===== src/rtl/uart_tx_arbiter.sv =====
// uart_tx_arbiter: shares one UART transmitter between the echo (0) and status (1) byte sources.
// Define UART_TX_ARB_RR_EN for round-robin tie-breaking; the default build gives source 0 fixed priority.
module uart_tx_arbiter #(
    parameter int FRAME_CYCLES = 11
) (
    input  logic       clk,
    input  logic       rst,
    input  logic       req0,
    input  logic [7:0] data0,
    output logic       ack0,
    input  logic       req1,
    input  logic [7:0] data1,
    output logic       ack1,
    output logic [7:0] tx_data,
    output logic       tx_start,
    output logic       grant_id,
    output logic       busy
);

`ifdef UART_TX_ARB_RR_EN
    localparam bit RR_EN = 1'b1;
`else
    localparam bit RR_EN = 1'b0;
`endif

    localparam logic [7:0] CNT_LOAD = 8'(FRAME_CYCLES - 1);

    typedef enum logic {IDLE = 1'b0, SEND = 1'b1} state_t;

    state_t     state, state_nxt;
    logic [7:0] cnt, cnt_nxt;
    logic       last, last_nxt;
    logic       ack0_nxt, ack1_nxt, tx_start_nxt, busy_nxt, grant_id_nxt;
    logic [7:0] tx_data_nxt;
    logic       winner;

    // Winner id; only meaningful when at least one request is high.
    function automatic logic pick_winner(input logic r0, input logic r1, input logic lst);
        if (r0 && r1) return RR_EN ? ~lst : 1'b0;
        return r1;
    endfunction

    assign winner = pick_winner(req0, req1, last);

    always_ff @(posedge clk) begin
        if (rst) begin
            state    <= IDLE;
            cnt      <= 8'd0;
            last     <= 1'b1;
            ack0     <= 1'b0;
            ack1     <= 1'b0;
            tx_start <= 1'b0;
            busy     <= 1'b0;
            grant_id <= 1'b0;
            tx_data  <= 8'h00;
        end else begin
            state    <= state_nxt;
            cnt      <= cnt_nxt;
            last     <= last_nxt;
            ack0     <= ack0_nxt;
            ack1     <= ack1_nxt;
            tx_start <= tx_start_nxt;
            busy     <= busy_nxt;
            grant_id <= grant_id_nxt;
            tx_data  <= tx_data_nxt;
        end
    end

    // cnt holds the frame cycles still to come after the current one, so SEND ends when it is 0.
    always_comb begin
        state_nxt = state;
        case (state)
            IDLE:    if (req0 || req1) state_nxt = SEND;
            SEND:    if (cnt == 8'd0) state_nxt = IDLE;
            default: state_nxt = IDLE;
        endcase
    end

    always_comb begin
        cnt_nxt      = cnt;
        last_nxt     = last;
        ack0_nxt     = 1'b0;
        ack1_nxt     = 1'b0;
        tx_start_nxt = 1'b0;
        busy_nxt     = busy;
        grant_id_nxt = grant_id;
        tx_data_nxt  = tx_data;
        case (state)
            IDLE: begin
                if (req0 || req1) begin
                    tx_data_nxt  = winner ? data1 : data0;
                    grant_id_nxt = winner;
                    ack0_nxt     = ~winner;
                    ack1_nxt     = winner;
                    tx_start_nxt = 1'b1;
                    busy_nxt     = 1'b1;
                    cnt_nxt      = CNT_LOAD;
                    last_nxt     = winner;
                end
            end
            SEND: begin
                if (cnt == 8'd0) begin
                    busy_nxt = 1'b0;
                end else begin
                    cnt_nxt = cnt - 8'd1;
                end
            end
            default: ;
        endcase
    end

endmodule


===== config.mk =====
export PLATFORM = sky130hd
export DESIGN_NAME = uart_tx_arbiter
export DESIGN_NICKNAME = d
export VERILOG_FILES = /design/src/rtl/uart_tx_arbiter.sv
export SDC_FILE = /design/constraint.sdc
export NUM_CORES = 1
export LEC_CHECK = 0
export ABC_AREA = 1
export ABC_CLOCK_PERIOD_IN_PS = 1500
export CAP_MARGIN = 5
export CORE_ASPECT_RATIO = 1.75
export CORE_MARGIN = 2
export CORE_UTILIZATION = 44
export DETAILED_ROUTE_END_ITERATION = 6
export PLACE_DENSITY = 0.83
export SETUP_SLACK_MARGIN = 0.1
export SKIP_LAST_GASP = 1
export SLEW_MARGIN = 15
export SYNTH_ARGS = -nofsm -noshare
export SYNTH_HDL_FRONTEND = slang
export SYNTH_SLANG_ARGS = --single-unit

===== constraint.sdc =====
create_clock -name clk -period 1.5 [get_ports clk]
set_clock_uncertainty 0.05 [all_clocks]
set_input_delay 0.3 -clock clk [delete_from_list [all_inputs] [get_ports clk]]
set_output_delay 0.3 -clock clk [all_outputs]
set_load 0.005 [all_outputs]

**After elaboration in Yosys (flattened, before gate mapping)**

Cells that the tools add are included.

- Input port bits: 20
- Register bits: 22
- Logic and storage cells: 36

- Reductions and logical operators: 8
- $add $sub $neg: 1
- Eq/ne operators: 3
- Bitwise operators: 3
- Muxes and demuxes: 13

Operators by type and width:

| kind | number |
|---|---|
| $mux 8 | 3 |
| $pmux 8 s2 | 1 |
| $logic_not 8->1 | 1 |
| $sub 8x1->8 const B | 1 |
| $mux 1 | 7 |
| $reduce_and 2->1 | 3 |
| $ne 2x2->1 const B | 2 |
| $pmux 1 s2 | 2 |
| $not 1->1 | 3 |
| $reduce_or 3->1 | 1 |
| $ne 2x1->1 const B | 1 |
| $reduce_or 2->1 | 1 |
| $logic_and 1x1->1 | 1 |
| $logic_or 1x1->1 | 1 |

**Logic depth before layout (Yosys ltp)**

Gate-level depths: netlist of the first run.

- Depth in word-level cells: 4
- Depth in mapped cells: 9
- Gate-level depth less buffers: 9

**Worst setup path after synthesis of the first run**

No wires, ideal clock.

- Kind: reg-to-reg
- From: register cnt[0]
- To: register cnt[6]
- Cell stages (with the launch flop): 9
- Period minus slack after synthesis: 1.201 ns
- Buffers on the path: 0
- Library setup time: 0.113 ns
- Slack: 0.299 ns
- Required time: 1.337 ns
- Data arrival time: 1.038 ns
- Cells stage by stage: dfxtp_1 inv_1 ha_1 nand2_2 nor2_4 nor2_4 nand2_2 nor2_1 nor2_1

- Word-level cells in the longest chain between the ends: 3
- Elaborated cells on any way between the ends: 6

Ends and longest elaborated chain:

| item | line | text |
|---|---|---|
| start: declaration | 31 | `logic [7:0] cnt, cnt_nxt;` |
| start signal: assignment | 58 | `cnt <= cnt_nxt;` |
| $sub 8x1->8 or $logic_not 8->1 (tied branches) | 105, 102 |  |
| $mux 8 or $ne 2x2->1 (tied branches) | n/a |  |
| $pmux 8 s2 or $reduce_and 2->1 (tied branches) | n/a |  |

Several ways; a longest one is shown, not always the timed one. The select of a mux whose other input is x is not followed.
A chain may end at the register's enable or synchronous reset.

**Worst setup path after layout of the first run**

- From: register cnt[5]
- To: register cnt[0]

- Word-level cells in the longest chain between the ends: 3

Ends and longest elaborated chain:

| item | line | text |
|---|---|---|
| $logic_not 8->1 | 102 | `if (cnt == 8'd0) begin` |
| $ne 2x2->1 (no line) | n/a |  |
| $reduce_and 2->1 (no line) | n/a |  |

Every way passes these cells.

==> impl_metrics.tcl, run 1 <==
set metrics [dict create \
    setup_viol 0 \
    cpPeakStageDelay_ns 0.35 \
    period_needed_ns 1.31 \
    yosysTopAreaCell "dfxtp_1" \
    grt_pass1_vias 1089 \
    synth_xor_area_frac 0 \
    wl_met2_microns 1550 \
    clockRootBuffer "clkbuf_8" \
    antenna_found_initial 0 \
    finalNetCount 204 \
    ys_ff_latch 22 \
    wire_per_inst_microns 13.3 \
    netlist_top_cells_area "dfxtp_1, nand2_1, a21oi_1, nor2_1, inv_1" \
    drtIter0Drc 16 \
    die_area_sq_um 2740 \
    grt_pass1_wl_microns 4360 \
    synth_mux_area_frac 0 \
    powerDensity_nw_per_um2 1250 \
    timing.fmax_mhz 761 \
    worst_slack_ns 0.186 \
    final_cell_mix "nand2_1, a21oi_1, clkdlybuf4s50_1, dfxtp_1, nor2_1" \
    vias 1100 \
    clkLatencyLatePin_ns 0.26 \
    route.met3.wl_microns 208 \
    gp_congestion 0.859 \
    synth.avg_cell_area_sq_um 7.25 \
    min_path_type "reg -> reg" \
    synth_top_family_by_area "simple AND/OR/NAND/NOR gates" \
    yosysUniqueCellTypes 21 \
    crit_fanout 6 \
    critPathLaunchType "register" \
    critPathLaunch "cnt[5]$_SDFFE_PP0P_" \
    drt_wl_total_microns 2760 \
    synthesis.area_sq_um 1020 \
    final_common_cell "nand2_1" \
    ys_warn_count 0 \
    seq_area_frac_synth 0.431 \
    fin_setup_tns_ns 0 \
    crit_type "reg -> reg" \
    cts_buffers 3 \
    overflow 0 \
    crit_slowest_cell "dfxtp_2" \
    via_per_inst 5.31 \
    io_buffers 32 \
    slew-limit-headroom 0.840 \
    synth-simple-area-share 0.275 \
    cts-htree-levels 1 \
    worst-path-buf-inv 1 \
    cp.depth 7 \
    clock_sinks 22 \
    cts_buffer_depth 2 \
    core_area_sq_um 2240 \
    ios 33 \
    n_antenna_cell 0 \
    maxSlewViolCount 0 \
    crit_family "simple AND/OR/NAND/NOR gates" \
    dr.max_layer_used "met4" \
    cp_data_arrival_time_ns 1.42 \
    timing.rr.start "cnt[5]$_SDFFE_PP0P_" \
    synth_compound_area_frac 0.193 \
    crit_chain "nor2_2 > nand2_2 > nor2_4 > nor2_4 > buf_4 > o21ai_1 > nor2_1" \
    path_clk_slew_ns 0.08 \
    syn_to_final_growth_pct 47.0 \
    syn-instance-count 141 \
    drt-met1-wl_microns 928 \
    hold_viol_final 0 \
    maxCapViolations 0 \
    synthAdderAreaFrac 0.0122 \
    synth_nets 162 \
    rows 23 \
    grt_use_total 0.231 \
    drt-pass1-iter-count 5 \
    cts_tree "done" \
    r2r_cells 7 \
    r2r_end "cnt[0]$_SDFFE_PP0P_" \
    die_w_microns 40.4 \
    drcViolationCount 0 \
    peakVddDrop_uv 741 \
    leakage_uw 0.000702 \
    fin_crit_sh 0.876 \
    worstPathRequired_ns 1.61 \
    die_height_microns 67.8 \
    start_util 0.455 \
    drive_gt1_frac 0.198 \
    reg2reg_slack_ns 0.19 \
    pre_cts_ws_ns -0.0473 \
    run_status "finished, final reports clean" \
    worst_pin_slew_ns 0.240 \
    critPathCaptureType "register" \
    cp_common_cell "nor2_4" \
    endpoint "cnt[0]$_SDFFE_PP0P_" \
    grt_start_max_net_pins 16 \
    ant_nets 0 \
    yosysTopAreaCellShare 0.431 \
    dp_hpwl_microns 2110 \
    rsz0062_at_grt "false" \
    holdWs_ns 0.446 \
]
power breakdown:
| group | switching (uW) | internal [uW] |
|---|---|---|
| logic | 346 | 265 |
| registers | 57.1 | 663 |
| clock network | 189 | 356 |
| total | 592 | 1280 |
sequential cells by signal, summed over array words and instances, names as in the netlist:
name and cells:
cnt 8, ack1 1, tx_start 1, tx_data 8, state 1, busy 1
ack0 1, grant_id 1
worst min path at each step:
stage | start | end | depth (start not counted)
floorplan | rst | cnt[2]$_SDFFE_PP0P_ | 1
global placement | cnt[1]$_SDFFE_PP0P_ | cnt[1]$_SDFFE_PP0P_ | 2
detailed placement | cnt[1]$_SDFFE_PP0P_ | cnt[1]$_SDFFE_PP0P_ | 2
CTS | grant_id$_SDFFE_PP0P_ | grant_id$_SDFFE_PP0P_ | 2
global route | cnt[1]$_SDFFE_PP0P_ | cnt[1]$_SDFFE_PP0P_ | 2
finish | grant_id$_SDFFE_PP0P_ | grant_id$_SDFFE_PP0P_ | 2
kinds of logic (layout without fill, tap and decap cells):
group                    after synthesis  in the layout
AO/OA/AOI/OAI                         35             35
buffers and inverters                 20             61
flip-flops                            22             22
AND/OR/NAND/NOR                       63             63
adder cells (fa/ha/maj)                1              1
worst register-to-register path: stages (launching register included):
cell	delay, ns
dfxtp_2	0.35
nor2_2	0.15
nand2_2	0.12
nor2_4	0.17
nor2_4	0.07
buf_4	0.14
o21ai_1	0.12
nor2_1	0.06
routing by layer:
| metal | vias to the layer above | global-route usage |
|---|---|---|
| met5 | - | 0 |
| met4 | 0 | 0.129 |
| met3 | 16 | 0.0658 |
| met2 | 52 | 0.419 |
| met1 | 495 | 0.209 |
| li1 | 537 | - |
final cells by class:
cell class,instances,area [sq um]
clock inverters,1,30.0
clock buffers,3,41.3
flip-flops and latches,22,447
repair buffers,40,377
inverters,17,65.1
well taps,25,31.3
multi-input cells,99,512
fillers,184,742
what timing repair did:
| item | in CTS | in global routing |
|---|---|---|
| gates resized for setup | 16 | 9 |
| setup endpoints to repair | 15 | 7 |
| hold buffers | 0 | 0 |
| pin swaps | 2 | 4 |
| buffers inserted | 1 | 0 |
Yosys cell counts (all sizes together):
| library cell | number |
|---|---|
| buf | 3 |
| nand3 | 9 |
| nor2 | 21 |
| nand2 | 31 |
| ha | 1 |
| inv | 16 |
| clkinv | 1 |
| nor3 | 1 |
| o21ai | 14 |
| nand4 | 1 |
| dfxtp | 22 |
| a21oi | 21 |
stage by stage:
| stage | power [uW] | utilization | cells | instance area, sq um |
|---|---|---|---|---|
| after CTS | 1850 | 0.660 | 207 | 1480 |
| final | 1880 | 0.669 | 207 | 1500 |
| after floorplan | 1080 | - | 141 | 1020 |
| after detailed placement | 1310 | 0.630 | 202 | 1410 |
| after global placement | 1290 | 0.630 | 202 | 1410 |
| after global routing | 1980 | 0.669 | 207 | 1500 |
(Power assumes the default switching activity.)
==> run 2: changes to the inputs <==
--- a/config.mk
+++ b/config.mk
@@ -10,9 +10,9 @@
 export CAP_MARGIN = 5
 export CORE_ASPECT_RATIO = 1.75
 export CORE_MARGIN = 2
-export CORE_UTILIZATION = 44
+export CORE_UTILIZATION = 40
 export DETAILED_ROUTE_END_ITERATION = 6
-export PLACE_DENSITY = 0.83
+export PLACE_DENSITY = 0.77
 export SETUP_SLACK_MARGIN = 0.1
 export SKIP_LAST_GASP = 1
 export SLEW_MARGIN = 15
==> impl_metrics.tcl, run 2 (synthesis results as in run 1) <==
set metrics [dict create \
    ant_nets 0 \
    worst_pin_slew_ns 0.221 \
    cp_data_arrival_time_ns 1.47 \
    timing.rr.start "cnt[0]$_SDFFE_PP0P_" \
    hp-start "grant_id$_SDFFE_PP0P_" \
    start_util 0.415 \
    cts_tree "done" \
    wire_per_inst_microns 13.0 \
    maxSlewViolCount 0 \
    rows 24 \
    die_height_microns 70.9 \
    clkLatencyLatePin_ns 0.26 \
    holdPathStages 2 \
    vias 1054 \
    cts-htree-levels 1 \
    via_per_inst 5.09 \
    grt_pass1_vias 1061 \
    ios 33 \
    timing.fmax_mhz 750 \
    cpPeakStageDelay_ns 0.52 \
    cts_setup_buffers 0 \
    peakVddDrop_uv 964 \
    crit_type "in -> reg" \
    setup_viol 0 \
    rsz0062_at_grt "false" \
    period_needed_ns 1.33 \
    top_regs "cnt (8), tx_data (8)" \
    cts_buffer_depth 2 \
    die_w_microns 42.2 \
    slew-limit-headroom 0.851 \
    drt-pass1-iter-count 4 \
    core_area_sq_um 2460 \
    io_buffers 32 \
    critPathLaunchType "input pin" \
    crit_fanout 6 \
    fillers 238 \
    overflow 0 \
    clock_sinks 22 \
    critPathLaunch "req1" \
    grt_use_total 0.183 \
    gp_congestion 0.786 \
    antenna_found_initial 0 \
    drtIter0Drc 23 \
    min_path_type "reg -> reg" \
    path_clk_slew_ns 0.08 \
    die_area_sq_um 2990 \
    fin_setup_tns_ns 0 \
    final_cell_area_sq_um 1480 \
    r2r_cells 9 \
    hold_viol_final 0 \
    finalNetCount 203 \
    drcViolationCount 0 \
    crit_slowest_cell "clkdlybuf4s50_1" \
    syn_to_final_growth_pct 45.0 \
    crit_chain "clkdlybuf4s50_1 > inv_1 > nor2_1 > buf_4 > a21oi_1 > a21oi_1" \
    grt_pass1_wl_microns 4330 \
    maxCapViolations 0 \
    final_common_cell "nand2_1" \
    dp_hpwl_microns 2110 \
    n_antenna_cell 0 \
    leakage_uw 0.000692 \
    dpl_cell_area_sq_um 1400 \
    cts_buffers 3 \
    critPathCaptureType "register" \
    cp_common_cell "a21oi_1" \
    clockRootBuffer "clkbuf_8" \
    fin_crit_sh 0.889 \
    final_cell_mix "nand2_1, a21oi_1, clkdlybuf4s50_1, dfxtp_1, nor2_1" \
    worstPathRequired_ns 1.63 \
    grt_start_max_net_pins 14 \
    drt_wl_total_microns 2690 \
    drive_gt1_frac 0.188 \
    powerDensity_nw_per_um2 1260 \
    run_status "finished, final reports clean" \
]
## run 2: metal layers
metal	global-route usage	part of all wire
met1	0.181	0.37
met2	0.356	0.57
met3	0.0306	0.052
met4	0.0799	0.014
met5	0	0
## run 2: path summary, 6_finish.rpt
check,endpoint,slack (ns)
max,tx_data[0]$_SDFFE_PP0P_,0.17
min,grant_id$_SDFFE_PP0P_,0.43
max reg2reg,cnt[6]$_SDFFE_PP0P_,0.23
min reg2reg,grant_id$_SDFFE_PP0P_,0.43
## run 2: power breakdown
| group | switching, uW | internal, uW |
|---|---|---|
| logic | 338 | 257 |
| clock network | 192 | 356 |
| registers | 56.5 | 663 |
| total | 586 | 1280 |
## run 2: critical path, delay by kind of cell
kind                   cells  cell delay, ns
and+or+nand+nor            1            0.16
buffers and inverters      3            0.75
AOI/OAI and AO/OA          2            0.25
## run 2: layout make-up
type,count,area (sq um),area share
Clock buffer,3,41.3,0.0278
Clock inverter,1,30.0,0.0203
Inverter,17,65.1,0.0439
Multi-Input combinational cell,99,512,0.345
Sequential cell,22,445,0.300
Tap cell,26,32.5,0.0219
Timing Repair Buffer,39,357,0.241
## run 2: what timing repair did
item | in CTS | in global routing
setup endpoints to repair | 13 | 9
resized for setup | 15 | 8
endpoints found under the hold margin | 0 | 0
hold buffers | 0 | 0
pin swaps | 0 | 4
## run 2: through the flow
| step | utilization | total power [uW] | worst slack (ns) | std cells | hold slack [ns] |
|---|---|---|---|---|---|
| 2_1_floorplan | - | 1080 | 0.299 | 141 | 0.312 |
| 3_3_place_gp | 0.570 | 1280 | -0.0292 | 203 | 0.414 |
| 3_5_place_dp | 0.570 | 1300 | -0.118 | 203 | 0.425 |
| 4_1_cts | 0.593 | 1820 | 0.106 | 207 | 0.429 |
| 5_1_grt | 0.602 | 1970 | 0.0910 | 207 | 0.477 |
| 6_report | 0.602 | 1860 | 0.167 | 207 | 0.426 |
==> run 3: changes to the inputs <==
--- a/config.mk
+++ b/config.mk
@@ -6,7 +6,7 @@
 export NUM_CORES = 1
 export LEC_CHECK = 0
 export ABC_AREA = 1
-export ABC_CLOCK_PERIOD_IN_PS = 1500
+export ABC_CLOCK_PERIOD_IN_PS = 1320
 export CAP_MARGIN = 5
 export CORE_ASPECT_RATIO = 1.75
 export CORE_MARGIN = 2
@@ -19,3 +19,4 @@
 export SYNTH_ARGS = -nofsm -noshare
 export SYNTH_HDL_FRONTEND = slang
 export SYNTH_SLANG_ARGS = --single-unit
+export TNS_END_PERCENT = 50
==> constraint.sdc (replaced) <==
create_clock -name clk -period 1.32 [get_ports clk]
set_clock_uncertainty 0.05 [all_clocks]
set_input_delay 0.264 -clock clk [delete_from_list [all_inputs] [get_ports clk]]
set_output_delay 0.264 -clock clk [all_outputs]
set_load 0.005 [all_outputs]
==> impl_metrics.tcl, run 3 (synthesis results as in run 1) <==
set metrics [dict create \
    cts_tree "done" \
    holdPathStages 2 \
    powerDensity_nw_per_um2 1410 \
    ant_nets 0 \
    p_seq_frac 0.375 \
    utilization 0.634 \
    p_int_uw 1490 \
    hp-start "grant_id$_SDFFE_PP0P_" \
    overflow 0 \
    leakage_uw 0.000732 \
    grt_use_total 0.198 \
    top_regs "cnt (8), tx_data (8)" \
    fin_cells 211 \
    core_area_sq_um 2460 \
    dp_hpwl_microns 2090 \
    grt_pass1_wl_microns 4560 \
    n_antenna_cell 0 \
    critPathLaunchType "register" \
    die_area_sq_um 2990 \
    r2r_end "cnt[1]$_SDFFE_PP0P_" \
    gp_congestion 0.779 \
    worst_pin_slew_ns 0.223 \
    ios 33 \
    via_per_inst 5.21 \
    period_needed_ns 1.28 \
    die_height_microns 70.9 \
    fin_crit_sh 0.966 \
    drt-pass1-iter-count 4 \
    worstHoldEndpoint "grant_id$_SDFFE_PP0P_" \
    drive_gt1_frac 0.265 \
    worstPathRequired_ns 1.43 \
    drtIter0Drc 10 \
    antenna_found_initial 0 \
    slew-limit-headroom 0.851 \
    vias 1100 \
    clkPwrFrac 0.283 \
    sw_frac_of_total 0.320 \
    clkLatencyLatePin_ns 0.27 \
    hold_viol_final 0 \
    cp_data_arrival_time_ns 1.38 \
    finalNetCount 207 \
    grt_start_max_net_pins 14 \
    start_util 0.415 \
    grt_pass1_vias 1133 \
    fin_total_pwr_uw 2200 \
    wire_per_inst_microns 13.1 \
    peakVddDrop_uv 722 \
    io_buffers 32 \
    rows 24 \
    rsz0062_at_grt "true" \
    crit_type "reg -> reg" \
    maxCapViolations 0 \
    cts_buffers 3 \
    final_common_cell "nand2_1" \
    post-place-cells 206 \
    clockRootBuffer "clkbuf_8" \
    syn_to_final_growth_pct 52.6 \
    run_status "finished, final reports clean" \
    r2r_cells 8 \
    combPwrFrac 0.342 \
    crit_fanout 7 \
    critPathCaptureType "register" \
    setup_viol 0 \
    cts_buffer_depth 2 \
    drt_wl_total_microns 2760 \
    final_cell_mix "nand2_1, a21oi_1, clkdlybuf4s50_1, nor2_1, dfxtp_1" \
    die_w_microns 42.2 \
    fillers 225 \
    drcViolationCount 0 \
    clock_sinks 22 \
    cts-htree-levels 1 \
    timing.fmax_mhz 784 \
    power_switching_uw 704 \
    timing.rr.start "cnt[0]$_SDFFE_PP0P_" \
    min_path_type "reg -> reg" \
    path_clk_slew_ns 0.08 \
    maxSlewViolCount 0 \
    reg2reg_slack_ns 0.04 \
]
## run 3: critical path, cell delays in order, from the launching register on
cell and delay [ns]:
dfxtp_2 0.35, inv_2 0.05, ha_4 0.17, nand2_4 0.08, nor2_4 0.04, nor2_4 0.20, nand2_1 0.10, nand2_1 0.08
a21oi_1 0.05
## run 3: power groups by stage
stage	Clock, uW	Sequential [uW]	Combinational, uW
after CTS	627	810	663
after global placement	0	818	661
after floorplan	0	817	408
after global routing	654	839	825
final	621	825	752
after detailed placement	0	821	681
## run 3: per-layer routing
layer,vias up,wire length (microns),global-route usage,share of wire
met2,40,1520,0.388,0.55
met4,0,127,0.139,0.046
met1,503,977,0.169,0.35
met5,-,0,0,0
li1,544,-,-,-
met3,13,132,0.0306,0.048
## run 3: stage by stage
stage	area, sq um	worst slack, ns	TNS, ns	hold WS (ns)
6_report	1560	0.0444	0	0.426
5_1_grt	1560	-0.0321	-0.0460	0.477
4_1_cts	1490	-0.0965	-0.275	0.428
3_5_place_dp	1430	-0.201	-3.40	0.427
3_3_place_gp	1430	-0.163	-2.36	0.415
2_1_floorplan	1020	0.119	0	0.276
## run 3: area by class of cell
class                   count  area (sq um)  share of cell area
well taps                  26          32.5              0.0208
inverters                  17          65.1              0.0417
repair buffers             43           394               0.253
flip-flops and latches     22           452               0.289
clock buffers               3          41.3              0.0265
clock inverters             1          30.0              0.0192
multi-input cells          99           546               0.350
## run 3: worst max path at each step
stage | endpoint | from | slack (ns) | cells after the start
6_report | cnt[1]$_SDFFE_PP0P_ | cnt[0]$_SDFFE_PP0P_ | 0.04 | 8
5_1_grt | cnt[6]$_SDFFE_PP0P_ | cnt[1]$_SDFFE_PP0P_ | -0.03 | 9
4_1_cts | grant_id | grant_id$_SDFFE_PP0P_ | -0.1 | 1
3_5_place_dp | tx_data[2]$_SDFFE_PP0P_ | req1 | -0.20 | 6
3_3_place_gp | tx_data[0]$_SDFFE_PP0P_ | req1 | -0.16 | 6
2_1_floorplan | cnt[6]$_SDFFE_PP0P_ | cnt[0]$_SDFFE_PP0P_ | 0.12 | 8
## run 3: timing repair
item	in CTS	in global routing
setup buffers	0	1
hold buffers	0	0
endpoints found under the setup margin	27	21
pin swaps	0	13
resized for setup	16	22
endpoints found under the hold margin	0	0
